--- config.mk ---
export PLATFORM = sky130hd
export DESIGN_NAME = mem_arbiter
export DESIGN_NICKNAME = d
export VERILOG_FILES = /design/src/rtl/mem_arbiter.sv
export SDC_FILE = /design/constraint.sdc
export NUM_CORES = 1
export LEC_CHECK = 0
export CAP_MARGIN = 20
export CELL_PAD_IN_SITES_DETAIL_PLACEMENT = 0
export CELL_PAD_IN_SITES_GLOBAL_PLACEMENT = 1
export CORE_ASPECT_RATIO = 1.4
export CORE_MARGIN = 5
export CORE_UTILIZATION = 35
export CTS_CLUSTER_SIZE = 24
export DETAILED_ROUTE_END_ITERATION = 6
export PLACE_DENSITY_LB_ADDON = 0.15
export SYNTH_ARGS = -nofsm -noshare
export SYNTH_HDL_FRONTEND = slang
export SYNTH_SLANG_ARGS = --single-unit
--- constraint.sdc ---
create_clock -name clk -period 2.6 [get_ports clk]
set_clock_uncertainty 0.1 [all_clocks]
set_input_delay 0.52 -clock clk [delete_from_list [all_inputs] [get_ports clk]]
set_output_delay 0.52 -clock clk [all_outputs]
set_load 0.02 [all_outputs]
--- src/rtl/mem_arbiter.sv ---
// Arbiter sharing one single-port, fixed-latency memory between instruction fetch and data access.
// Runs an IDLE/BUSY/DONE sequence per access, returns registered read data and a one-cycle ready pulse.
module mem_arbiter #(
    parameter int unsigned WAIT_CYCLES = 2
) (
    input  logic        clk,
    input  logic        rst_n,
    input  logic        if_req,
    input  logic [31:0] if_addr,
    output logic [31:0] if_rdata,
    output logic        if_ready,
    input  logic        d_read,
    input  logic        d_write,
    input  logic [31:0] d_addr,
    input  logic [31:0] d_wdata,
    output logic [31:0] d_rdata,
    output logic        d_ready,
    output logic        stall_if,
    output logic        stall_mem,
    output logic        mem_en,
    output logic        mem_we,
    output logic [31:0] mem_addr,
    output logic [31:0] mem_wdata,
    input  logic [31:0] mem_rdata
);

    typedef enum logic [1:0] {IDLE, BUSY, DONE} state_t;

    localparam logic [3:0] LAST_CNT = 4'(WAIT_CYCLES);

    state_t     state;
    logic       gnt;        // 0 = fetch, 1 = data
    logic       last_gnt;
    logic [3:0] cnt;
    logic       we;

    logic d_req;
    logic pick_d;

    assign d_req  = d_read | d_write;
    // Data wins a tie unless it was served last, so sustained contention alternates.
    assign pick_d = d_req & (~if_req | ~last_gnt);

    assign stall_if  = if_req & ~if_ready;
    assign stall_mem = d_req & ~d_ready;

    // NOTE: all state below uses non-blocking assignments so every register samples pre-edge values.
    always_ff @(posedge clk or negedge rst_n) begin
        if (!rst_n) begin
            state     <= IDLE;
            gnt       <= 1'b0;
            last_gnt  <= 1'b0;
            cnt       <= 4'd0;
            we        <= 1'b0;
            mem_en    <= 1'b0;
            mem_we    <= 1'b0;
            mem_addr  <= 32'd0;
            mem_wdata <= 32'd0;
            if_ready  <= 1'b0;
            d_ready   <= 1'b0;
            if_rdata  <= 32'd0;
            d_rdata   <= 32'd0;
        end else begin
            case (state)
                IDLE: begin
                    if (d_req || if_req) begin
                        gnt       <= pick_d;
                        last_gnt  <= pick_d;
                        cnt       <= 4'd0;
                        we        <= pick_d & d_write;
                        mem_we    <= pick_d & d_write;
                        mem_addr  <= pick_d ? d_addr : if_addr;
                        // Fetches never write, so the store port is the only wdata source.
                        mem_wdata <= d_wdata;
                        mem_en    <= 1'b1;
                        state     <= BUSY;
                    end
                end
                BUSY: begin
                    cnt <= cnt + 4'd1;
                    if (cnt == LAST_CNT) begin
                        if (!we) begin
                            if (gnt) d_rdata  <= mem_rdata;
                            else     if_rdata <= mem_rdata;
                        end
                        mem_en   <= 1'b0;
                        mem_we   <= 1'b0;
                        if_ready <= ~gnt;
                        d_ready  <= gnt;
                        state    <= DONE;
                    end
                end
                DONE: begin
                    if_ready <= 1'b0;
                    d_ready  <= 1'b0;
                    state    <= IDLE;
                end
                default: state <= IDLE;
            endcase
        end
    end

endmodule

; After elaboration in Yosys (flattened, before gate mapping)
; Index checks and enable logic that the tools add are counted.
; Widths: inputs -> output; s select.
[word_totals]
register_bits = 140
input_bits = 133
output_inout_bits = 134
wordCells = 55
[op_classes]
n_addsub = 1
n_eq_ne = 5
n_mux = 15
bitwise = 11
reduce_logical = 11
[op_table]
columns = cell, n
row1 = $mux 32, 1
row2 = $pmux 1 s2, 4
row3 = $pmux 4 s2, 1
row4 = $reduce_and 2->1, 4
row5 = $reduce_and 4->1, 2
row6 = $mux 1, 5
row7 = $not 1->1, 5
row8 = $add 4x1->4 const B, 1
row9 = $and 1x1->1, 4
row10 = $eq 4x2->1 const B, 1
row11 = $mux 2, 2
row12 = $mux 4, 1
row13 = $ne 2x2->1 const B, 2
row14 = $pmux 2 s2, 1
row15 = $reduce_bool 2->1, 2
row16 = $reduce_and 3->1, 1
row17 = $eq 2x1->1 const B, 1
row18 = $eq 2x2->1 const B, 1
row19 = $logic_not 2->1, 1
row20 = $or 1x1->1, 2
row21 = $logic_or 1x1->1, 1

; Longest topological paths before layout
; Gate-level depths: netlist (run 1).
[logic_depth]
ltp_word = 6
depth_mapped = 6
mapped_depth_nobuf = 5

; Worst setup path before layout (run 1)
; OpenSTA, ideal clock, no wires.
[synth_path]
path_kind = input -> register
from = input d_write
to = register mem_addr[10]
setup_time_ns = 0.125
t_arrival_ns = 1.603
required_time_ns = 2.375
setup_slack_ns = 0.772
cell_stages = 4
path_buffers = 1
cell_sequence = o2bb2ai_2 -> buf_2 -> mux2_2 -> mux2_2
[synth_between]
elab_chain_len = 3
elab_cells_between_ends = 5
classes_between = mux: 1 / bitwise: 2 / reduce/logical: 2
[synth_lines]
columns = item, line_no
row1 = "start, declared", 13  ; input logic d_write,
row2 = $or 1x1->1 (*), 40  ; assign d_req = d_read | d_write;
row3 = $and 1x1->1 / $logic_or 1x1->1 (equally long branches), "42, 66"
row4 = $mux 32 / $reduce_and 2->1 (equally long branches), n/a
row5 = "end signal, assigned", 72  ; mem_addr <= pick_d ? d_addr : if_addr;
row6 = "end, declared", 22  ; output logic [31:0] mem_addr,
; Mark *: on every way between the ends. The rest lies on a longest branch, timed or not.
; A chain may end at the register's enable or synchronous reset.

; Final worst setup path (run 1)
[layout_path]
from = input d_read
to = output stall_mem
[layout_between]
elab_chain_len = 2
[layout_lines]
columns = item, line_no
row1 = "start, declared", 12  ; input logic d_read,
row2 = $or 1x1->1, 40
row3 = $and 1x1->1, 45  ; assign stall_mem = d_req & ~d_ready;
row4 = "end, declared", 19  ; output logic stall_mem,
; No other way between the ends.

==> results.md, run 1 <==
Die:
- The floorplan step defined a die boundary enclosing 18900 sq um.
- The die is 118 um wide.
- The floorplan die height is 161 um.
- Once the floorplan was initialized, standard cells occupied 35.3% of the core.
- After floorplanning, the core was divided into 55 placement rows.
- In this run the count of I/O pins placed on the die edge is 267.
- The core area is 16100 sq um.

STA:
- The ratio of final minimum period to clock period is 92.7%.
- The worst pin sits at a relative slew slack of 65.3%.
- At the pin with the least slew margin, the transition time is 0.520 ns.
- The number of slew-limit violations in the final report is 0.
- The shortest clock period the worst path allows after layout is 2.41 ns.
- The count of final setup violators is 0.
- The total count of hold-check failures in the final report came to 0.
- Setup repair after global routing left no endpoint under its margin.
- The setup TNS is 0 ns.
- The least setup slack across all paths after layout is 0.189 ns.
- Static timing analysis puts the maximum clock frequency at 0.415 GHz.

Critical path:
- The endpoint kind of the worst setup timing path is a primary output.
- The most critical setup path has its startpoint at d_read.
- For flop-to-flop paths, the worst setup slack is 0.69 ns.
- Measured in cells, the most critical reg-to-reg path has a length of 6.
- The start-to-end type of the worst setup path is input pin to primary output.
- The peak fanout along the critical path is 2.
- The launching point of the worst reg2reg path is cnt[0].
- The endpoint of the lowest-slack register-to-register path is if_rdata[19].
- At the worst endpoint, the arrival time is 1.79 ns.
- The launching element type of the critical path is an input pin.
- At the worst endpoint, the required time is 1.98 ns.

Finish:
- The finished cells cover 9330 sq um.
- The number of antenna diodes in the final layout is 0.
- In the final layout, the share of cells above drive strength 1 is 27.1%.
- The final layout contains 774 nets.
- The final core area utilization is 57.9%.
- The layout overhead on the synthesized area is 64.0%.

Worst hold path:
- The tightest min-delay check is of the flip-flop to flip-flop type.
- In this run the most critical hold path is launched from d_rdata[13].
- The end point of the most critical hold path is d_rdata[13].
- Along the worst hold path, the cell count comes to 1.

Synthesis:
- In this run the cell area of the synthesized design comes to 5690 sq um.
- During synthesis, Yosys emitted a total of 0 warnings.
- The flop and latch count out of synthesis is 140.
- The mean cell area of the mapped netlist is 15.9 sq um.
- The number of different library cells used by synthesis comes to 28.
- The number of nets produced by synthesis is 493.
- The share of synthesized area occupied by flip-flops and latches is 61.6%.
- In the synthesized netlist, the number of instances is 358.

GRT:
- The via count of the first global-routing pass is 4454.
- Entering global routing, the biggest net connects 55 pins.
- The wire length of the first global-routing pass is 25000 um.
- The overall global routing resource usage is 16.6%.
- The sum of overflow across all layers after global routing is 0.
- The initial antenna violation count was 0.

Detailed routing:
- After detailed routing, the average wire length per cell comes to 18.2 um.
- The total vias in the final route is 4002.
- The first-pass iteration count of the detailed router is 4.
- Using the TritonRoute via totals, the vias-per-cell ratio works out to 4.71.
- The number of remaining DRC errors is 0.
- The count of nets left with antenna violations once routing finished came out at 0.
- The aggregate routed wire length is 15500 um.
- The detailed router finished its first iteration with 78 violations.

Clocking:
- The root buffer cell is clkbuf_16.
- The number of setup buffers added after CTS is 0.
- The clock latency on the worst-skew pair is 0.40 ns.
- The number of gates resized after CTS was 0.
- The clock tree buffer depth is 2.
- After clock tree synthesis, the clock-pin slew on the worst setup and hold paths is 0.06 ns.
- The CTS sink count is 140.
- TritonCTS created 17 clock buffers.
- TritonCTS built the clock tree.
- The level count of the clock H-tree is 4.

Outcome:
- The flow ran to the end, and the final reports show no timing, DRC or antenna violations.

Flow run:
- Max-cap violations in this run came to 0.

Pwr:
- IR analysis of the VDD net gives a maximum drop of 0.000697 V.
- Summed over all cells, the static leakage comes to 0.00385 uW.
- In this run the power density over the cells is 1340 nW/um^2.

Place:
- Routability-driven placement finished with a final weighted congestion of 0.723.
- The number of buffers inserted by port buffering is 266.
- The HPWL reported at the end of detailed placement is 11600 um.
- The worst setup timing slack at the placement stage is 0.168 ns.
- In this run the cell area measured after placement is 8680 sq um.
==> sequential cells by signal, indices dropped and copies added, names as in the netlist <==
signal	cells
d_rdata	32
if_rdata	32
mem_addr	32
mem_wdata	32
cnt	4
state	2
d_ready	1
if_ready	1
last_gnt	1
mem_en	1
mem_we	1
we	1
==> stage by stage <==
stage	power, uW	hold WS, ns	std cells
floorplan	7010	0.124	358
global placement	9880	0.363	818
detailed placement	10000	0.381	818
CTS	12700	0.394	849
global route	13200	0.415	849
finish	12500	0.389	849
==> layout make-up <==
cell class	count	area [sq um]
clock buffer	19	443
clock inverter	11	194
fill	1351	6770
inverter	4	15.0
multi-input combinational	198	2110
sequential	140	3500
tap	199	249
timing repair buffer	278	2820
==> how the worst max path moves through the flow <==
stage / to / slack (ns) / cells past startpoint
final: stall_mem / 0.19 / 4
after global routing: stall_mem / 0.11 / 4
after CTS: stall_mem / 0.16 / 4
after detailed placement: stall_mem / 0.17 / 4
after global placement: stall_mem / 0.14 / 4
after floorplan: mem_addr[10] / 0.77 / 4
==> cell families (layout without fill, tap and decap cells) <==
group | count (synthesis) | count (layout) | synth area share (%)
mux | 162 | 162 | 32.0
flops | 140 | 140 | 61.6
simple gates | 22 | 22 | 2.73
buf+inv | 20 | 312 | 1.72
compound gates | 12 | 12 | 1.52
fa+ha+maj | 2 | 2 | 0.440
==> layer usage <==
metal  up-vias  global-route usage [%]  wire length, um
met5         -                       0                0
met4         0                    5.74              264
met3        16                    7.50             1360
met2       167                    28.2             7930
met1      1966                    18.4             5930
li1       1853                       -                -
==> placed cells by master, fill, tap and decap left out, types with 2 or more instances in the layout <==
cell type        netlist  routed
o21ai_0                4       4
or3_1                  2       2
ha_1                   2       2
mux2_1                34      34
a31o_2                 2       2
nand2b_1               2       2
clkdlybuf4s50_1        0     265
clkinv_4               0       3
bufinv_16              0       5
clkinv_2               0       2
nor2_1                 3       3
a21o_1                 2       2
clkbuf_16              0      17
mux2i_1                2       2
mux2_2               126     126
buf_4                  1       6
buf_12                 0       5
inv_1                  4       4
dfrtp_1              140     140
nand2_1                5       5
==> synth_stat cells (all sizes together) <==
master | number | share of area, %
mux2 | 160 | 32
dfrtp | 140 | 62
buf | 16 | 1.5
nand2 | 5 | 0.33
inv | 4 | 0.26
o21ai | 4 | 0.35
nor2 | 3 | 0.20
a21o | 2 | 0.26
a31o | 2 | 0.31
ha | 2 | 0.44
mux2i | 2 | 0.35
nand2b | 2 | 0.22
nor3 | 2 | 0.35
or3 | 2 | 0.22
a21oi | 1 | 0.088
and2b | 1 | 0.15
and3 | 1 | 0.11
nand3 | 1 | 0.18
nand4 | 1 | 0.11
nand4b | 1 | 0.26
nor2b | 1 | 0.11
nor3b | 1 | 0.33
nor4b | 1 | 0.15
o22ai | 1 | 0.11
o2bb2ai | 1 | 0.26
o31ai | 1 | 0.13
==> critical path, cell delays in order <==
cell,delay [ns]
clkdlybuf4s50_1,0.51
nor2_1,0.07
nor2_1,0.08
clkdlybuf4s50_1,0.61
==> timing repair <==
item | 4_1_cts | 5_1_grt
endpoints found under the hold margin | 52 | 0
hold buffers | 1 | 0
endpoints found under the setup margin | 0 | 0
==> report_power, final <==
| group | total [uW] | switching, uW | internal [uW] |
|---|---|---|---|
| clock | 2610 | 892 | 1720 |
| sequential | 3900 | 598 | 3300 |
| combinational | 5980 | 2750 | 3230 |
| total | 12500 | 4240 | 8250 |
Power figures use the tool's default switching activity.
==> run 2: changes to the inputs <==
--- a/config.mk
+++ b/config.mk
@@ -8,11 +8,13 @@
 export CAP_MARGIN = 20
 export CELL_PAD_IN_SITES_DETAIL_PLACEMENT = 0
 export CELL_PAD_IN_SITES_GLOBAL_PLACEMENT = 1
-export CORE_ASPECT_RATIO = 1.4
+export CORE_ASPECT_RATIO = 1.1
 export CORE_MARGIN = 5
 export CORE_UTILIZATION = 35
 export CTS_CLUSTER_SIZE = 24
 export DETAILED_ROUTE_END_ITERATION = 6
+export HOLD_SLACK_MARGIN = 0.05
+export MAX_ROUTING_LAYER = met4
 export PLACE_DENSITY_LB_ADDON = 0.15
 export SYNTH_ARGS = -nofsm -noshare
 export SYNTH_HDL_FRONTEND = slang
==> run 2 against run 1 <==
Compared with the run above: clock-buffer cell count down 2; sequential cell count unchanged; global-route usage increased by 0.67 points; combinational power rose by 0.7%; critical endpoint unchanged; largest power group unchanged.
==> results.md, run 2 (synthesized netlist as in run 1, its figures left out) <==
Outcome:
- The flow ran to the end, and the final reports show no timing, DRC or antenna violations.

Die:
- For this configuration, the core starts out at a cell density of 35.9%.
- The floorplan has 48 rows.
- During I/O placement, the number of pins put on the boundary was 267.
- The region available for standard cell placement spans 15900 sq um.
- In this run the vertical extent of the chip is 144 um.
- The die covers 18900 sq um.
- Measured along the x axis, the die boundary spans 132 um.

GRT:
- The via count of the first global-routing pass was 4465.
- The wire length of the first global-routing pass is 24700 um.
- The sum of overflow across all layers after global routing is 0.
- Entering global routing, the biggest net connects 69 pins.
- The initial antenna violation count came to 0.
- Across every metal layer, demand over resource in global routing totals 17.3%.

Critical path:
- Walking the worst path, the cells encountered are clkdlybuf4s50_1 > nor2_1 > nor2_1 > clkdlybuf4s50_1.
- In this run the critical register-to-register path is captured at d_rdata[18].
- In this design, the stage delay of the slowest critical-path cell is 0.65 ns.
- The arrival time of data at the critical path endpoint is 1.82 ns.
- The launching element type of the critical path is an input pin.
- Of all nets on the critical path, the largest fanout is 2.
- Counting cells, the worst reg-to-reg path comes to 6.
- The launching point of the worst reg2reg path is cnt[0].
- The slowest stage of the critical path is the clkdlybuf4s50_1 cell.
- For the worst setup path, the data required time is 1.98 ns.
- The worst setup path is captured at a primary output.
- The critical path in this run is classified as input pin to primary output.
- The minimum setup slack among reg-to-reg paths is 0.42 ns.

Detailed routing:
- The first-pass iteration count of the detailed router is 4.
- The count of nets left with antenna violations once routing finished came out at 0.
- Wires add up to 15400 um.
- The number of remaining DRC errors is 0.
- Summing over every cut layer, the via total after detailed routing is 3963.
- The via density per instance is 4.64.
- The count of routing violations after the opening detailed-route iteration is 114.
- The per-cell routed wire length is 18.0 um.

Clocking:
- The number of gates resized after cts is 0.
- The root buffer cell is clkbuf_16.
- After clock tree synthesis, the clock-pin slew on the worst setup and hold paths is 0.06 ns.
- The post-CTS setup buffer count is 0.
- The clock passes through at most 2 buffers.
- The number of clock buffers inserted by TritonCTS is 17.
- For the worst-skew pair, the clock arrives at the later sink with an insertion delay of 0.41 ns.
- The level count of the clock H-tree is 4.
- The CTS sink count is 140.
- TritonCTS built the clock tree.

Worst hold path:
- The number of cells traversed by the worst hold path is 1.
- The worst hold path startpoint is d_rdata[6].
- In this run the worst hold path is classified as flip-flop to flip-flop.
- The end point of the most critical hold path is d_rdata[6].

Finish:
- The most common library cell in the layout ignoring fill and taps is clkdlybuf4s50_1.
- The number of antenna repair diodes is 0.
- At the end of the flow, the number of nets in the layout was 776.
- The post-route netlist has 27.7% of its cells at a drive strength greater than 1.
- The library cells used most frequently in the layout, excluding fill and tap cells, are clkdlybuf4s50_1 (265), dfrtp_1 (140), mux2_2 (126).
- The layout overhead on the synthesized area is 65.3%.
- For this run, the number of standard cells in the final layout without fillers is 854.

STA:
- The setup TNS is 0 ns.
- The total count of hold-check failures in the final report is 0.
- The number of slew-limit violations in the final report is 0.
- The maximum operating frequency is 0.410 GHz.
- The ratio of final minimum period to clock period is 93.9%.
- The worst pin sits at a relative slew slack of 55.9%.
- The count of final setup violators is 0.
- Setup repair after global routing left no endpoint under its margin.
- The worst hold margin is 0.388 ns.
- The worst path in the final design needs a cycle of 2.44 ns, including I/O delays and setup.
- At the pin with the least slew margin, the transition time is 0.661 ns.

Place:
- The count of buffers added on input and output ports is 266.
- The HPWL reported at the end of detailed placement is 11700 um.
- The congestion estimate from routability-driven global placement came to 0.752.
- The number of placed instances, taps included, is 821.

Pwr:
- The cell internal power dissipation is 8370 uW.
- Sequential cells burn 30.6% of the power.
- The clock network burns 22.0% of the power.
- The analysis attributes to cell leakage a power of 0.00389 uW.
- The worst-case IR drop observed on VDD is 0.000701 V.
- The net switching power of the design is 4330 uW.
- The relative contribution of combinational cells to total power is 47.4%.
- Net switching is 34.1% of the power.
- Power spread over the standard cell area amounts to 1350 nW/um^2.

Flow run:
- The number of max-cap violations is 0.
==> run 2: changes by cell type in the layout (fill, tap and decap cells not counted), sizes merged <==
cell      change
buf           +2
bufinv        +1
clkbuf        -2
clkinv        -1
clkinvlp      -1
inv           +5
==> run 2: what timing repair did <==
action                                  in CTS  in global routing
endpoints found under the hold margin       64                  0
hold buffers                                 1                  0
endpoints found under the setup margin       0                  0
==> run 2: per-layer routing <==
layer / part of all wire [%] / global-route usage [%] / vias up
met5: 0 / - / -
met4: 2.0 / 7.09 / 0
met1: 39 / 18.8 / 1950
met2: 53 / 29.8 / 145
met3: 5.7 / 5.15 / 21
li1: - / - / 1847
==> run 2: area by class of cell <==
class / instances / area (sq um)
sequential: 140 / 3500
multi-input combinational: 198 / 2110
clock buffer: 17 / 425
fill: 1289 / 6450
timing repair buffer: 280 / 2850
tap: 200 / 250
clock inverter: 15 / 258
inverter: 4 / 15.0
==> run 2: critical path, delay by kind of cell <==
kind                   cells  cell delay, ns
buffers and inverters      2            1.13
AND/OR/NAND/NOR            2            0.16
==> run 2: metrics by stage <==
stage / cell area [sq um] / util [%] / total power (uW) / worst slack (ns)
3_3_place_gp: 8710 / 54.9 / 9900 / 0.155
2_1_floorplan: 5690 / - / 7010 / 0.772
4_1_cts: 9410 / 59.3 / 12900 / 0.149
3_5_place_dp: 8710 / 54.9 / 10000 / 0.151
6_report: 9410 / 59.3 / 12700 / 0.159
5_1_grt: 9410 / 59.3 / 13400 / 0.0827
==> run 2: worst max-delay path by stage <==
stage                       start           end  slack [ns]  cells past startpoint
after CTS                 d_write     stall_mem        0.15                      4
after global placement    d_write     stall_mem        0.16                      4
after floorplan           d_write  mem_addr[10]        0.77                      4
after detailed placement  d_write     stall_mem        0.15                      4
after global routing      d_write     stall_mem        0.08                      4
final                     d_write     stall_mem        0.16                      4
==> run 2: power groups by stage <==
| stage | clock [uW] | sequential [uW] | combinational (uW) |
|---|---|---|---|
| 6_report | 2790 | 3890 | 6020 |
| 5_1_grt | 2960 | 4050 | 6370 |
| 4_1_cts | 2860 | 3910 | 6130 |
| 3_5_place_dp | 0 | 3940 | 6110 |
| 3_3_place_gp | 0 | 3870 | 6020 |
| 2_1_floorplan | 0 | 5190 | 1820 |
==> run 3: changes to the inputs <==
--- a/config.mk
+++ b/config.mk
@@ -11,6 +11,7 @@
 export CORE_ASPECT_RATIO = 1.1
 export CORE_MARGIN = 5
 export CORE_UTILIZATION = 35
+export CTS_BUF_LIST = sky130_fd_sc_hd__clkbuf_2 sky130_fd_sc_hd__clkbuf_4 sky130_fd_sc_hd__clkbuf_8
 export CTS_CLUSTER_SIZE = 24
 export DETAILED_ROUTE_END_ITERATION = 6
 export HOLD_SLACK_MARGIN = 0.05
==> run 3 against run 2 <==
Compared with the run above: sequential power barely moved; worst hold slack improved by 0.0053 ns; final area fell by 2.0%; first-iteration DRC count rose by 20%; sequential share of layout area up 0.77 points; clock power shrank 23%; maximum frequency is essentially flat; clock-buffer cell count is the same; combinational power is essentially flat.
==> results.md, run 3 (synthesized netlist as in run 1, its figures left out) <==
STA:
- The setup TNS is 0 ns.
- The relative slew slack is 56.6%.
- The ratio of final minimum period to clock period is 93.8%.
- For the finished layout, the period the worst path requires is 2.44 ns.
- Setup repair after global routing left no endpoint under its margin.
- Static timing analysis puts the maximum clock frequency at 0.410 GHz.
- The worst path meets setup with 0.161 ns of slack.
- The number of slew-limit violations in the final report is 0.
- The transition time at the pin with the least slew margin is 0.650 ns.
- Setup violations remaining at the end of the flow were counted as 0.
- The total count of hold-check failures in the final report is 0.
- Hold is met by 0.393 ns.

Place:
- The worst setup timing slack at the placement stage is 0.151 ns.
- The HPWL reported at the end of detailed placement is 11700 um.
- The number of buffers inserted by port buffering is 266.
- After detailed placement, the total cell area comes to 8710 sq um.
- The routability congestion estimate from global placement is 0.752.

Die:
- The core area is 15900 sq um.
- The die covers 18900 sq um.
- The die extent in x is 132 um.
- Pin placement for this block handled 267 I/O pins.
- In this run the vertical extent of the chip is 144 um.
- The count of standard-cell rows is 48.
- The starting density of the core is 35.9%.

Critical path:
- The start point of the critical path is d_write.
- The cell family contributing the most delay on the critical path is buffers and inverters.
- The startpoint identified for the worst register-to-register timing path is cnt[0].
- The endpoint identified for the worst register-to-register timing path is d_rdata[18].
- The critical path contains buffers and inverters numbering 2 combined.
- The peak fanout along the critical path is 2.
- The launching element type of the critical path is an input pin.
- The cell with the largest stage delay on the worst path is clkdlybuf4s50_1.
- The required time at the endpoint of the critical path is 1.98 ns.
- The start-to-end type of the worst setup path is input pin to primary output.
- Data on the critical path arrives at its endpoint at 1.82 ns.
- Walking the worst path, the cells encountered are clkdlybuf4s50_1 > nor2_1 > nor2_1 > clkdlybuf4s50_1.
- The worst setup path is captured at a primary output.
- The largest single stage delay on the critical path is 0.65 ns.
- The cell depth of the worst flop-to-flop path is 6.
- The minimum setup slack among reg-to-reg paths is 0.42 ns.

GRT:
- Entering global routing, the biggest net connects 69 pins.
- The wire length of the first global-routing pass is 24600 um.
- The overall global routing resource usage is 17.2%.
- The initial antenna violation count is 0.
- The via count of the first global-routing pass is 4490.
- Global routing finished with a remaining overflow of 0.

Finish:
- The total of fill cells in the finished design is 1305.
- The fraction of layout instances using a drive strength above 1 is 27.7%.
- The layout overhead on the synthesized area is 62.0%.
- The top cell types in the final layout, fill and taps aside, are clkdlybuf4s50_1 (265), dfrtp_1 (140), mux2_2 (126).
- Across the whole layout, storage elements account for 3500 sq um.
- Once layout is done, the placed cells without fillers occupy 9210 sq um.
- The library cell used most frequently in the layout, excluding fill and tap cells, is clkdlybuf4s50_1.
- The number of antenna repair diodes is 0.
- The net count of the finished layout is 776.
- The multi-input combinational cell area is 2110 sq um.

Flow run:
- The number of max-cap violations is 0.

Worst hold path:
- The path class of the tightest hold or removal check is flip-flop to flip-flop.
- The end point of the most critical hold path is d_rdata[6].
- Along the worst hold path, the cell count comes to 1.
- The worst hold path begins at d_rdata[6].

Clocking:
- The clock tree buffer depth is 2.
- The clock tree synthesis step divided the H-tree into 4 levels.
- CTS placed an instance of clkbuf_8 at the clock tree root.
- After clock tree synthesis, the clock-pin slew on the worst setup and hold paths is 0.09 ns.
- For the worst-skew pair, the clock arrives at the later sink with an insertion delay of 0.44 ns.
- The number of gates resized after cts is 0.
- CTS saw 140 sinks.
- The number of clock buffers inserted by TritonCTS is 17.
- The CTS tree is done.

Detailed routing:
- The via density per instance is 4.64.
- In the routed design, unresolved DRC markers number 0.
- The antenna violation net count after detailed routing is 0.
- The aggregate routed wire length is 15400 um.
- The routed layout has 3961 vias.
- The first TritonRoute pass finished after 6 iterations.
- After detailed routing, the average wire length per cell comes to 18.0 um.
- The count of routing violations after the opening detailed-route iteration is 137.

Pwr:
- The overall power after layout is 12100 uW.
- The power per standard cell area is 1310 nW/um^2.
- The peak supply drop is 0.000678 V.
- In this run the static leakage power is 0.00380 uW.

Outcome:
- The flow ran to the end, and the final reports show no timing, DRC or antenna violations.
## run 3: per-stage QoR
step | utilization (%) | std cells
floorplan | - | 358
global placement | 54.9 | 821
detailed placement | 54.9 | 821
CTS | 58.1 | 854
global route | 58.1 | 854
finish | 58.1 | 854
## run 3: worst max path at each step
stage / cells past startpoint / end
floorplan: 4 / mem_addr[10]
global placement: 4 / stall_mem
detailed placement: 4 / stall_mem
CTS: 4 / stall_mem
global route: 4 / stall_mem
finish: 4 / stall_mem
## run 3: cell type report
class	count	share of cell area, %
Sequential cell	140	38.0
Timing Repair Buffer	280	30.9
Multi-Input combinational cell	198	22.9
Clock inverter	15	2.80
Tap cell	200	2.72
Clock buffer	17	2.54
Inverter	4	0.163
## run 3: power by group
group          internal (uW)  switching (uW)
combinational           3250            2770
clock                   1260             891
sequential              3300             590
## run 3: repair_timing
action	CTS	global route
hold endpoints to repair	64	0
setup endpoints to repair	0	0
hold buffers	1	0
setup buffers	0	0
## run 3: per-layer routing
metal  global-route usage [%]  part of all wire, %  vias to the layer above
li1                         -                    -                     1844
met1                     18.9                   40                     1951
met2                     29.5                   53                      146
met3                     5.78                  5.7                       20
met4                     5.63                  1.6                        0
met5                        -                    0                        -
